File: config.mk
export PLATFORM = sky130hd
export DESIGN_NAME = muldiv_seq_flat
export DESIGN_NICKNAME = d
export VERILOG_FILES = /design/src/rtl/muldiv_seq_if.sv /design/src/rtl/muldiv_seq.sv /design/src/flat_wrapper.sv
export SDC_FILE = /design/constraint.sdc
export NUM_CORES = 1
export LEC_CHECK = 0
export CAP_MARGIN = 20
export CORE_MARGIN = 2
export CORE_UTILIZATION = 25
export DETAILED_ROUTE_END_ITERATION = 8
export DONT_BUFFER_PORTS = 1
export GPL_TIMING_DRIVEN = 0
export MAX_ROUTING_LAYER = met4
export PLACE_DENSITY = 0.43
export SLEW_MARGIN = 20
export SYNTH_ARGS = -nofsm -noshare
export SYNTH_HDL_FRONTEND = slang
export SYNTH_SLANG_ARGS = --single-unit
File: constraint.sdc
create_clock -name clk -period 6.9 [get_ports clk]
set_input_delay 0.69 -clock clk [delete_from_list [all_inputs] [get_ports clk]]
set_output_delay 0.69 -clock clk [all_outputs]
set_load 0.05 [all_outputs]
File: src/rtl/muldiv_seq_if.sv
// Handshake and result bus between the EXE stage (master) and the
// multiply/divide sequencer (slave).
interface muldiv_seq_if #(
    parameter int WIDTH = 32
);
    logic             start;
    logic [2:0]       op;
    logic [WIDTH-1:0] data0;
    logic [WIDTH-1:0] data1;
    logic             accept;
    logic             flush;
    logic             finish;
    logic             busy;
    logic [WIDTH-1:0] hi;
    logic [WIDTH-1:0] lo;

    modport master (
        output start, op, data0, data1, accept, flush,
        input  finish, busy, hi, lo
    );

    modport slave (
        input  start, op, data0, data1, accept, flush,
        output finish, busy, hi, lo
    );
endinterface

File: src/rtl/muldiv_seq.sv
// Radix-2 sequential multiply / restoring divide with HI/LO registers that
// commit only when the pipeline accepts the instruction.
module muldiv_seq #(
    parameter int WIDTH = 32
) (
    input  logic         clk,
    input  logic         resetn,
    muldiv_seq_if.slave  bus
);
    localparam int CW = $clog2(WIDTH);

    localparam logic [2:0] OP_MULT  = 3'b000;
    localparam logic [2:0] OP_MULTU = 3'b001;
    localparam logic [2:0] OP_DIV   = 3'b010;
    localparam logic [2:0] OP_DIVU  = 3'b011;
    localparam logic [2:0] OP_MTHI  = 3'b100;
    localparam logic [2:0] OP_MTLO  = 3'b101;

    typedef enum logic [1:0] {IDLE, BUSY, DONE} state_t;

    state_t                 state_reg, state_next;
    logic [2:0]             op_reg;
    logic [CW-1:0]          count_reg;
    logic [WIDTH-1:0]       a_reg;
    logic [2*WIDTH-1:0]     acc_reg;
    logic                   sign0_reg, sign1_reg;
    logic                   wr_hi_reg, wr_lo_reg;
    logic [WIDTH-1:0]       pend_hi_reg, pend_lo_reg;
    logic [WIDTH-1:0]       hi_reg, lo_reg;

    // Decode of the incoming request
    logic             in_signed, in_mul, in_div, in_div_zero;
    logic [WIDTH-1:0] mag0, mag1;
    logic             launch, go_busy, commit;

    assign in_signed   = (bus.op == OP_MULT) || (bus.op == OP_DIV);
    assign in_mul      = (bus.op == OP_MULT) || (bus.op == OP_MULTU);
    assign in_div      = (bus.op == OP_DIV)  || (bus.op == OP_DIVU);
    assign in_div_zero = in_div && (bus.data1 == '0);
    assign mag0        = (in_signed && bus.data0[WIDTH-1]) ? -bus.data0 : bus.data0;
    assign mag1        = (in_signed && bus.data1[WIDTH-1]) ? -bus.data1 : bus.data1;
    assign launch      = (state_reg == IDLE) && bus.start && !bus.flush;
    assign go_busy     = launch && (in_mul || (in_div && !in_div_zero));
    assign commit      = (state_reg == DONE) && bus.accept && !bus.flush;

    // Multiply step: conditional add into the upper half, then shift right
    logic [WIDTH-1:0]   addend;
    logic [WIDTH:0]     mul_sum;
    logic [2*WIDTH-1:0] mul_next;

    generate
        for (genvar gi = 0; gi < WIDTH; gi++) begin : g_addend
            assign addend[gi] = a_reg[gi] & acc_reg[0];
        end
    endgenerate

    assign mul_sum  = {1'b0, acc_reg[2*WIDTH-1:WIDTH]} + {1'b0, addend};
    assign mul_next = {mul_sum, acc_reg[WIDTH-1:1]};

    // Divide step: the remainder never exceeds the divisor, so one extra bit
    // holds the shifted value and the borrow bit decides the quotient bit.
    logic [WIDTH:0]     rem_sh, rem_diff;
    logic               div_ge;
    logic [WIDTH-1:0]   rem_new;
    logic [2*WIDTH-1:0] div_next;

    assign rem_sh   = {acc_reg[2*WIDTH-1:WIDTH], acc_reg[WIDTH-1]};
    assign rem_diff = rem_sh - {1'b0, a_reg};
    assign div_ge   = ~rem_diff[WIDTH];
    assign rem_new  = div_ge ? rem_diff[WIDTH-1:0] : rem_sh[WIDTH-1:0];
    assign div_next = {rem_new, acc_reg[WIDTH-2:0], div_ge};

    logic               is_mul_reg, neg_res;
    logic [2*WIDTH-1:0] iter_next, prod_fix;
    logic [WIDTH-1:0]   quot_fix, rem_fix;

    assign is_mul_reg = (op_reg == OP_MULT) || (op_reg == OP_MULTU);
    assign iter_next  = is_mul_reg ? mul_next : div_next;
    assign neg_res    = sign0_reg ^ sign1_reg;
    assign prod_fix   = neg_res ? -mul_next : mul_next;
    assign quot_fix   = neg_res ? -div_next[WIDTH-1:0] : div_next[WIDTH-1:0];
    assign rem_fix    = sign0_reg ? -div_next[2*WIDTH-1:WIDTH] : div_next[2*WIDTH-1:WIDTH];

    always_ff @(posedge clk or negedge resetn) begin
        if (!resetn) state_reg <= IDLE;
        else         state_reg <= state_next;
    end

    always_comb begin
        state_next = state_reg;
        bus.finish = 1'b0;
        bus.busy   = 1'b0;
        case (state_reg)
            IDLE: begin
                bus.finish = !bus.start;
                if (launch) state_next = go_busy ? BUSY : DONE;
            end
            BUSY: begin
                bus.busy = 1'b1;
                if (count_reg == '0) state_next = DONE;
            end
            DONE: begin
                bus.finish = 1'b1;
                if (bus.accept) state_next = IDLE;
            end
            default: state_next = IDLE;
        endcase
        if (bus.flush) state_next = IDLE;
    end

    always_ff @(posedge clk or negedge resetn) begin
        if (!resetn) begin
            op_reg      <= '0;
            count_reg   <= '0;
            a_reg       <= '0;
            acc_reg     <= '0;
            sign0_reg   <= 1'b0;
            sign1_reg   <= 1'b0;
            wr_hi_reg   <= 1'b0;
            wr_lo_reg   <= 1'b0;
            pend_hi_reg <= '0;
            pend_lo_reg <= '0;
            hi_reg      <= '0;
            lo_reg      <= '0;
        end else begin
            if (launch) begin
                op_reg    <= bus.op;
                count_reg <= CW'(WIDTH - 1);
                sign0_reg <= in_signed && bus.data0[WIDTH-1];
                sign1_reg <= in_signed && bus.data1[WIDTH-1];
                wr_hi_reg <= 1'b0;
                wr_lo_reg <= 1'b0;
                if (in_mul) begin
                    a_reg     <= mag0;
                    acc_reg   <= {{WIDTH{1'b0}}, mag1};
                    wr_hi_reg <= 1'b1;
                    wr_lo_reg <= 1'b1;
                end else if (in_div) begin
                    a_reg     <= mag1;
                    acc_reg   <= {{WIDTH{1'b0}}, mag0};
                    wr_hi_reg <= 1'b1;
                    wr_lo_reg <= 1'b1;
                    if (in_div_zero) begin
                        pend_hi_reg <= bus.data0;
                        pend_lo_reg <= '1;
                    end
                end else if (bus.op == OP_MTHI) begin
                    pend_hi_reg <= bus.data0;
                    wr_hi_reg   <= 1'b1;
                end else if (bus.op == OP_MTLO) begin
                    pend_lo_reg <= bus.data0;
                    wr_lo_reg   <= 1'b1;
                end
            end else if (state_reg == BUSY) begin
                acc_reg <= iter_next;
                if (count_reg != '0) begin
                    count_reg <= count_reg - 1'b1;
                end else if (is_mul_reg) begin
                    pend_hi_reg <= prod_fix[2*WIDTH-1:WIDTH];
                    pend_lo_reg <= prod_fix[WIDTH-1:0];
                end else begin
                    pend_hi_reg <= rem_fix;
                    pend_lo_reg <= quot_fix;
                end
            end
            if (commit) begin
                if (wr_hi_reg) hi_reg <= pend_hi_reg;
                if (wr_lo_reg) lo_reg <= pend_lo_reg;
            end
        end
    end

    assign bus.hi = hi_reg;
    assign bus.lo = lo_reg;
endmodule

File: src/flat_wrapper.sv
// flat-port wrapper written by rule: the top's interface ports become plain ports
module muldiv_seq_flat 
#(
    parameter int WIDTH = 32
)
  (clk, resetn, bus_start, bus_op, bus_data0, bus_data1, bus_accept, bus_flush, bus_finish, bus_busy, bus_hi, bus_lo);
  muldiv_seq_if #(.WIDTH(WIDTH)) bus_i ();
  input  logic clk;
  input  logic resetn;
  input wire logic [$bits(bus_i.start)-1:0] bus_start;
  input wire logic [$bits(bus_i.op)-1:0] bus_op;
  input wire logic [$bits(bus_i.data0)-1:0] bus_data0;
  input wire logic [$bits(bus_i.data1)-1:0] bus_data1;
  input wire logic [$bits(bus_i.accept)-1:0] bus_accept;
  input wire logic [$bits(bus_i.flush)-1:0] bus_flush;
  output wire logic [$bits(bus_i.finish)-1:0] bus_finish;
  output wire logic [$bits(bus_i.busy)-1:0] bus_busy;
  output wire logic [$bits(bus_i.hi)-1:0] bus_hi;
  output wire logic [$bits(bus_i.lo)-1:0] bus_lo;
  assign bus_i.start = bus_start;
  assign bus_i.op = bus_op;
  assign bus_i.data0 = bus_data0;
  assign bus_i.data1 = bus_data1;
  assign bus_i.accept = bus_accept;
  assign bus_i.flush = bus_flush;
  assign bus_finish = bus_i.finish;
  assign bus_busy = bus_i.busy;
  assign bus_hi = bus_i.hi;
  assign bus_lo = bus_i.lo;
  muldiv_seq #(.WIDTH(WIDTH)) u_core (.clk(clk), .resetn(resetn), .bus(bus_i));
endmodule
==> reports/qor.txt, run 1 <==
Fin. Hold Viols: 0
routed len/inst: 27.3 µm
Net Count, Synth: 2800
worst ir drop on vdd: 0.184 mV
area delta synth->final: 12.3%
CTS root buf: clkbuf_16
max reg flops: 64
# clock sinks: 237
final wirelength: 103000 µm
H-tree Lvls: 1
via count of the routed design: 21132
clk_lat worst skew: 0.61 ns
Reg clk slew, reported paths: 0.07 ns
post-synthesis sequential area ratio: 0.290
CP Buf/Inv Count: 6
run status: finished, final reports clean
Leak: 9.15 nW
synthesized flop and latch total: 237
I/O pins: 138
PortBufs: 0
post-route ant nets: 0
Setup crit end kind: flip-flop
Max-cap violations: 0
vias in the first global route: 20257
CTS Buf Count: 30
DRC: 0
EDFF count, synth: 0
DP Cell Count: 3716
Max stage delay on crit path: 0.56 ns
# Post-CTS Setup Buffers: 0
Initial Utilization: 0.253
RePlAce Congestion: 0.986
Layout Cells excl Fill: 3773
DIE AREA: 0.0841 mm²
Pwr per Cell Area: 540 mW/mm²
Slowest cell on crit path: or4_1
fraction of final layout cells sized beyond drive strength 1: 0.0782
total global routing overflow: 0
Crit Path Class: reg2reg
Core Area: 0.0808 mm²
worst clock skew: 0.0284 ns
worst r2r path cells: 25
ys flop type: dfrtp_1
global-route wire length before repair: 148000 µm
row cnt: 104
initial antenna violation count: 0
period utilization: 0.975
HP Class: in2async
synthesized area per cell: 7.71 µm²
delay-heaviest family, CP: compound AO/OA/AOI/OAI gates
Async S/R FF share, synth: 1.00
Synth Instances: 2655
drt via density: 5.60
RSZ-0062 raised after global routing: no
critical path data required time: 7.37 ns
die extent in x: 290 µm
Multi-input gate area: 0.0136 mm²
# setup viols final: 0
crit path max fanout: 10
Longest Clk Path Bufs: 3
fmax: 149 MHz
post-DP HPWL: 82800 µm
drt first pass iters: 6
yosys warns: 0
fillers: 8799
Synth cell types: 108
Final min period: 6.73 ns
worst slew pin tran: 1.18 ns
final setup TNS: 0 ns
Pins Over Slew Limit: 0
Post-Synthesis Cell Area: 0.0205 mm²
Seq. cell area: 0.00593 mm²
largest net degree at the start of global routing: 238
Nets: 2835
DIE HEIGHT: 290 µm
CTS tree: yes
initial detailed-routing violation count: 1832
Critical Path Stages: 25
CP Launch Type: flip-flop
critical path arrival: 7.20 ns
normalized max-slew margin: 0.207
GRT Total Usage: 0.243
[through the flow]
step / hold slack [ns] / area [µm²] / worst slack [ns] / power (mW) / util
after floorplan: 0.394 / 20500 / 1.15 / 7.89 / -
after global placement: 0.414 / 21800 / -1.22 / 10.4 / 0.270
after detailed placement: 0.406 / 21800 / -1.29 / 10.4 / 0.270
after CTS: 0.133 / 22900 / 0.0437 / 12.3 / 0.284
after global routing: 0.0721 / 23000 / 0.0200 / 13.2 / 0.284
final: 0.0234 / 23000 / 0.171 / 12.4 / 0.284
[where the power goes]
| part | internal (mW) | leakage [nW] | switching [mW] |
|---|---|---|---|
| combinational | 2.53 | 5.70 | 5.13 |
| clock | 1.01 | 0.499 | 0.706 |
| sequential | 1.94 | 2.95 | 1.10 |
[timing repair]
item / CTS / global route
hold buffers: 1 / 0
gates resized for setup: 10 / 5
endpoints found under the hold margin: 237 / 0
endpoints found under the setup margin: 13 / 8
pin swaps: 0 / 1
[routing by layer]
| layer | share of wire | vias to the layer above | global-route usage |
|---|---|---|---|
| li1 | - | 9605 | - |
| met1 | 0.44 | 10524 | 0.312 |
| met2 | 0.45 | 842 | 0.387 |
| met3 | 0.071 | 161 | 0.0428 |
| met4 | 0.037 | 0 | 0.0793 |
| met5 | 0 | - | - |
[cell families after synthesis]
group / after synthesis / share of synthesized area
buffers and inverters: 256 / 0.0514
and+or+nand+nor: 919 / 0.209
muxes: 99 / 0.0535
xor gates and xnor gates: 215 / 0.0920
AOI/OAI and AO/OA: 856 / 0.258
DFF: 237 / 0.290
adders and majority gates: 73 / 0.0454
[Yosys cell counts (59+ instances only)]
| master | count | area (µm²) |
|---|---|---|
| nand2_1 | 357 | 1340 |
| dfrtp_1 | 237 | 5930 |
| nor3_1 | 60 | 300 |
| clkbuf_1 | 157 | 589 |
| ha_1 | 71 | 888 |
| nor2_1 | 262 | 983 |
| o211ai_1 | 59 | 443 |
| inv_1 | 62 | 233 |
| xnor2_1 | 124 | 1090 |
| xor2_1 | 91 | 797 |
| mux2_2 | 73 | 822 |
| o21ai_0 | 259 | 1300 |
| a21oi_1 | 254 | 1270 |
[worst paths after layout]
check	startpoint	to	slack, ns
worst max-delay path	u_core.acc_reg[31]	u_core.pend_hi_reg[22]	0.17
worst min-delay path	resetn	u_core.bus.hi[26]	0.02
worst max register to register	u_core.acc_reg[31]	u_core.pend_hi_reg[22]	0.17
worst min register to register	u_core.pend_lo_reg[23]	u_core.pend_lo_reg[23]	0.48
max in group asynchronous	resetn	u_core.pend_lo_reg[6]	5.71
min in group clk	bus_flush	u_core.state_reg[1]	0.16
[layout by cell type, fill, tap and decap left out, types with 14 or more instances in the layout]
cell	instances
nand2b_1	14
xor2_1	91
mux2i_1	25
xnor2_1	123
nand2_1	357
a21oi_1	252
nand4_1	26
nor4_1	23
dfrtp_1	236
o21ai_0	258
a211oi_1	32
ha_1	71
and3_1	19
clkbuf_1	159
mux2_2	73
o211ai_1	59
nor3_1	60
nor2_1	262
nand3_1	29
a21o_1	22
a31oi_1	46
and2_1	18
or3_1	33
clkbuf_16	30
o31ai_1	44
inv_1	62
[layout make-up]
cell class / count / area share
tap: 1060 / 0.0577
inverter: 65 / 0.0106
clock inverter: 19 / 0.0111
buffer: 191 / 0.0355
sequential: 237 / 0.258
clock buffer: 35 / 0.0343
antenna: 1 / 0.000109
multi-input combinational: 2162 / 0.590
timing repair buffer: 3 / 0.00261
(Power assumes the default switching activity.)
==> run 2, diff against run 1 <==
--- a/config.mk
+++ b/config.mk
@@ -12,7 +12,7 @@
 export DONT_BUFFER_PORTS = 1
 export GPL_TIMING_DRIVEN = 0
 export MAX_ROUTING_LAYER = met4
-export PLACE_DENSITY = 0.43
+export PLACE_DENSITY = 0.4
 export SLEW_MARGIN = 20
 export SYNTH_ARGS = -nofsm -noshare
 export SYNTH_HDL_FRONTEND = slang
==> run 2 against run 1 <==
Compared with the run above:
- routed wire length hardly changed
- first-iteration DRC count is 11% higher
- sequential power hardly changed
- non-clock buffer count stayed put
- hold slack better by 0.037 ns
- power is 0.47% lower
- critical path type unchanged
- critical endpoint is now u_core.pend_hi_reg[28]
- highest routed layer unchanged
==> reports/qor.txt, run 2 (synthesis gave the netlist of run 1 again) <==
run status: finished, final reports clean
GRT Total Usage: 0.243 (about the same)
Pins Over Slew Limit: 0 (unchanged)
R2R Path Start: u_core.acc_reg[31]
global-route wire length before repair: 147000 µm (-0.21%)
fillers: 8817 (+0.20%)
via count of the routed design: 21118 (-0.066%)
RePlAce Congestion: 0.994 (+0.76%)
CTS Buf Count: 29 (-3.3%)
routed len/inst: 27.3 µm (about the same)
Layout Cells excl Fill: 3776 (+0.080%)
fmax: 148 MHz (-0.17%)
initial antenna violation count: 2 (+2)
CP Launch Type: flip-flop
CTS root buf: clkbuf_16
DIE HEIGHT: 290 µm (unchanged)
Initial Utilization: 0.253 (unchanged)
Final min period: 6.74 ns (+0.0114 ns)
largest net degree at the start of global routing: 238 (unchanged)
final wirelength: 103000 µm (about the same)
Max stage delay on crit path: 0.57 ns (about the same)
# setup viols final: 0 (unchanged)
reg2reg setup slack: 0.16 ns (about the same)
Seq. cell area: 0.00593 mm² (unchanged)
vias in the first global route: 20238 (-0.094%)
Pwr per Cell Area: 538 mW/mm² (-0.28%)
period utilization: 0.977 (+0.00165)
Multi-input gate area: 0.0136 mm² (about the same)
worst clock skew: 0.0337 ns (+0.00534 ns)
post-DP HPWL: 83700 µm (+1.1%)
final setup TNS: 0 ns (unchanged)
total global routing overflow: 0 (unchanged)
initial detailed-routing violation count: 2036 (+11%)
Nets: 2834 (-0.035%)
# Post-CTS Setup Buffers: 0 (unchanged)
post-route ant nets: 0 (unchanged)
RSZ-0062 raised after global routing: no
Critical R2R Capture: u_core.pend_hi_reg[28]
die extent in x: 290 µm (unchanged)
worst slew pin tran: 1.29 ns (+0.109 ns)
Reg clk slew, reported paths: 0.07 ns (about the same)
I/O pins: 138 (unchanged)
PortBufs: 0 (unchanged)
H-tree Lvls: 1 (unchanged)
worst ir drop on vdd: 0.155 mV (-16%)
DRC: 0 (unchanged)
drt via density: 5.59 (-0.15%)
CTS tree: yes
# clock sinks: 237 (unchanged)
drt first pass iters: 6 (unchanged)
commonest non-fill, non-tap cell in the layout: nand2_1
Max-cap violations: 0 (unchanged)
HP Class: in2async
row cnt: 104 (unchanged)
normalized max-slew margin: 0.130 (-0.0773)
total power: 12.3 mW (-0.47%)
max reg flops: 64 (unchanged)
Crit Path Class: reg2reg
Core Area: 0.0808 mm² (unchanged)
DP Cell Count: 3716 (unchanged)
DIE AREA: 0.0841 mm² (unchanged)
Slowest cell on crit path: or4_1
Fin. Hold Viols: 0 (unchanged)
Leak: 9.12 nW (-0.25%)
commonest non-fill, non-tap cells in the layout: 357 x nand2_1, 262 x nor2_1, 258 x o21ai_0
area delta synth->final: 12.1%
Setup crit end kind: flip-flop
critical path arrival: 7.18 ns (-0.02 ns)
worst r2r path cells: 25 (unchanged)
clk_lat worst skew: 0.61 ns (about the same)
Longest Clk Path Bufs: 3 (unchanged)
fraction of final layout cells sized beyond drive strength 1: 0.0782 (about the same)
critical path data required time: 7.34 ns (-0.03 ns)
crit path max fanout: 10 (unchanged)
run 2: routing by layer:
metal	vias up	part of all wire	global-route usage
met4	0	0.031	0.0722
li1	9605	-	-
met5	-	0	-
met2	818	0.46	0.386
met3	149	0.066	0.0383
met1	10546	0.44	0.317
run 2: final cells by class:
class,instances,area share
diodes,5,0.000545
plain buffers,191,0.0356
clock buffers,34,0.0338
clock inverters,19,0.00878
inverters,65,0.0106
multi-input cells,2162,0.592
flip-flops and latches,237,0.259
well taps,1060,0.0578
repair buffers,3,0.00273
run 2: critical path: cells and delay by family, from the launching register on:
kind	cells	cell delay [ns]
AOI/OAI and AO/OA	9	2.10
and+or+nand+nor	7	1.80
DFF	1	0.50
adders and majority gates	3	0.96
buffers and inverters	6	1.21
run 2: power by group:
part / switching, mW / internal [mW]
sequential: 1.09 / 1.94
clock: 0.688 / 0.918
combinational: 5.17 / 2.54
total: 6.95 / 5.40
run 2: worst max path at each step:
stage	startpoint	endpoint	slack [ns]	depth (start not counted)
floorplan	u_core.acc_reg[31]	u_core.pend_hi_reg[28]	1.15	26
global placement	u_core.acc_reg[31]	u_core.pend_hi_reg[28]	-1.32	26
detailed placement	u_core.acc_reg[31]	u_core.pend_hi_reg[28]	-1.34	26
CTS	u_core.a_reg[25]	u_core.pend_hi_reg[22]	0.04	24
global route	u_core.acc_reg[31]	u_core.pend_hi_reg[30]	0.05	25
finish	u_core.acc_reg[31]	u_core.pend_hi_reg[28]	0.16	25
run 2: metrics by stage:
stage | setup WS (ns) | area, µm² | util | hold slack [ns]
floorplan | 1.15 | 20500 | - | 0.394
global placement | -1.32 | 21800 | 0.270 | 0.411
detailed placement | -1.34 | 21800 | 0.270 | 0.413
CTS | 0.0407 | 22900 | 0.283 | 0.142
global route | 0.0464 | 22900 | 0.284 | 0.118
finish | 0.160 | 22900 | 0.284 | 0.0604
run 2: repair_timing:
item	4_1_cts	5_1_grt
gates resized for setup	11	6
pin swaps	0	1
endpoints found under the hold margin	237	0
endpoints found under the setup margin	13	9
hold buffers	1	0
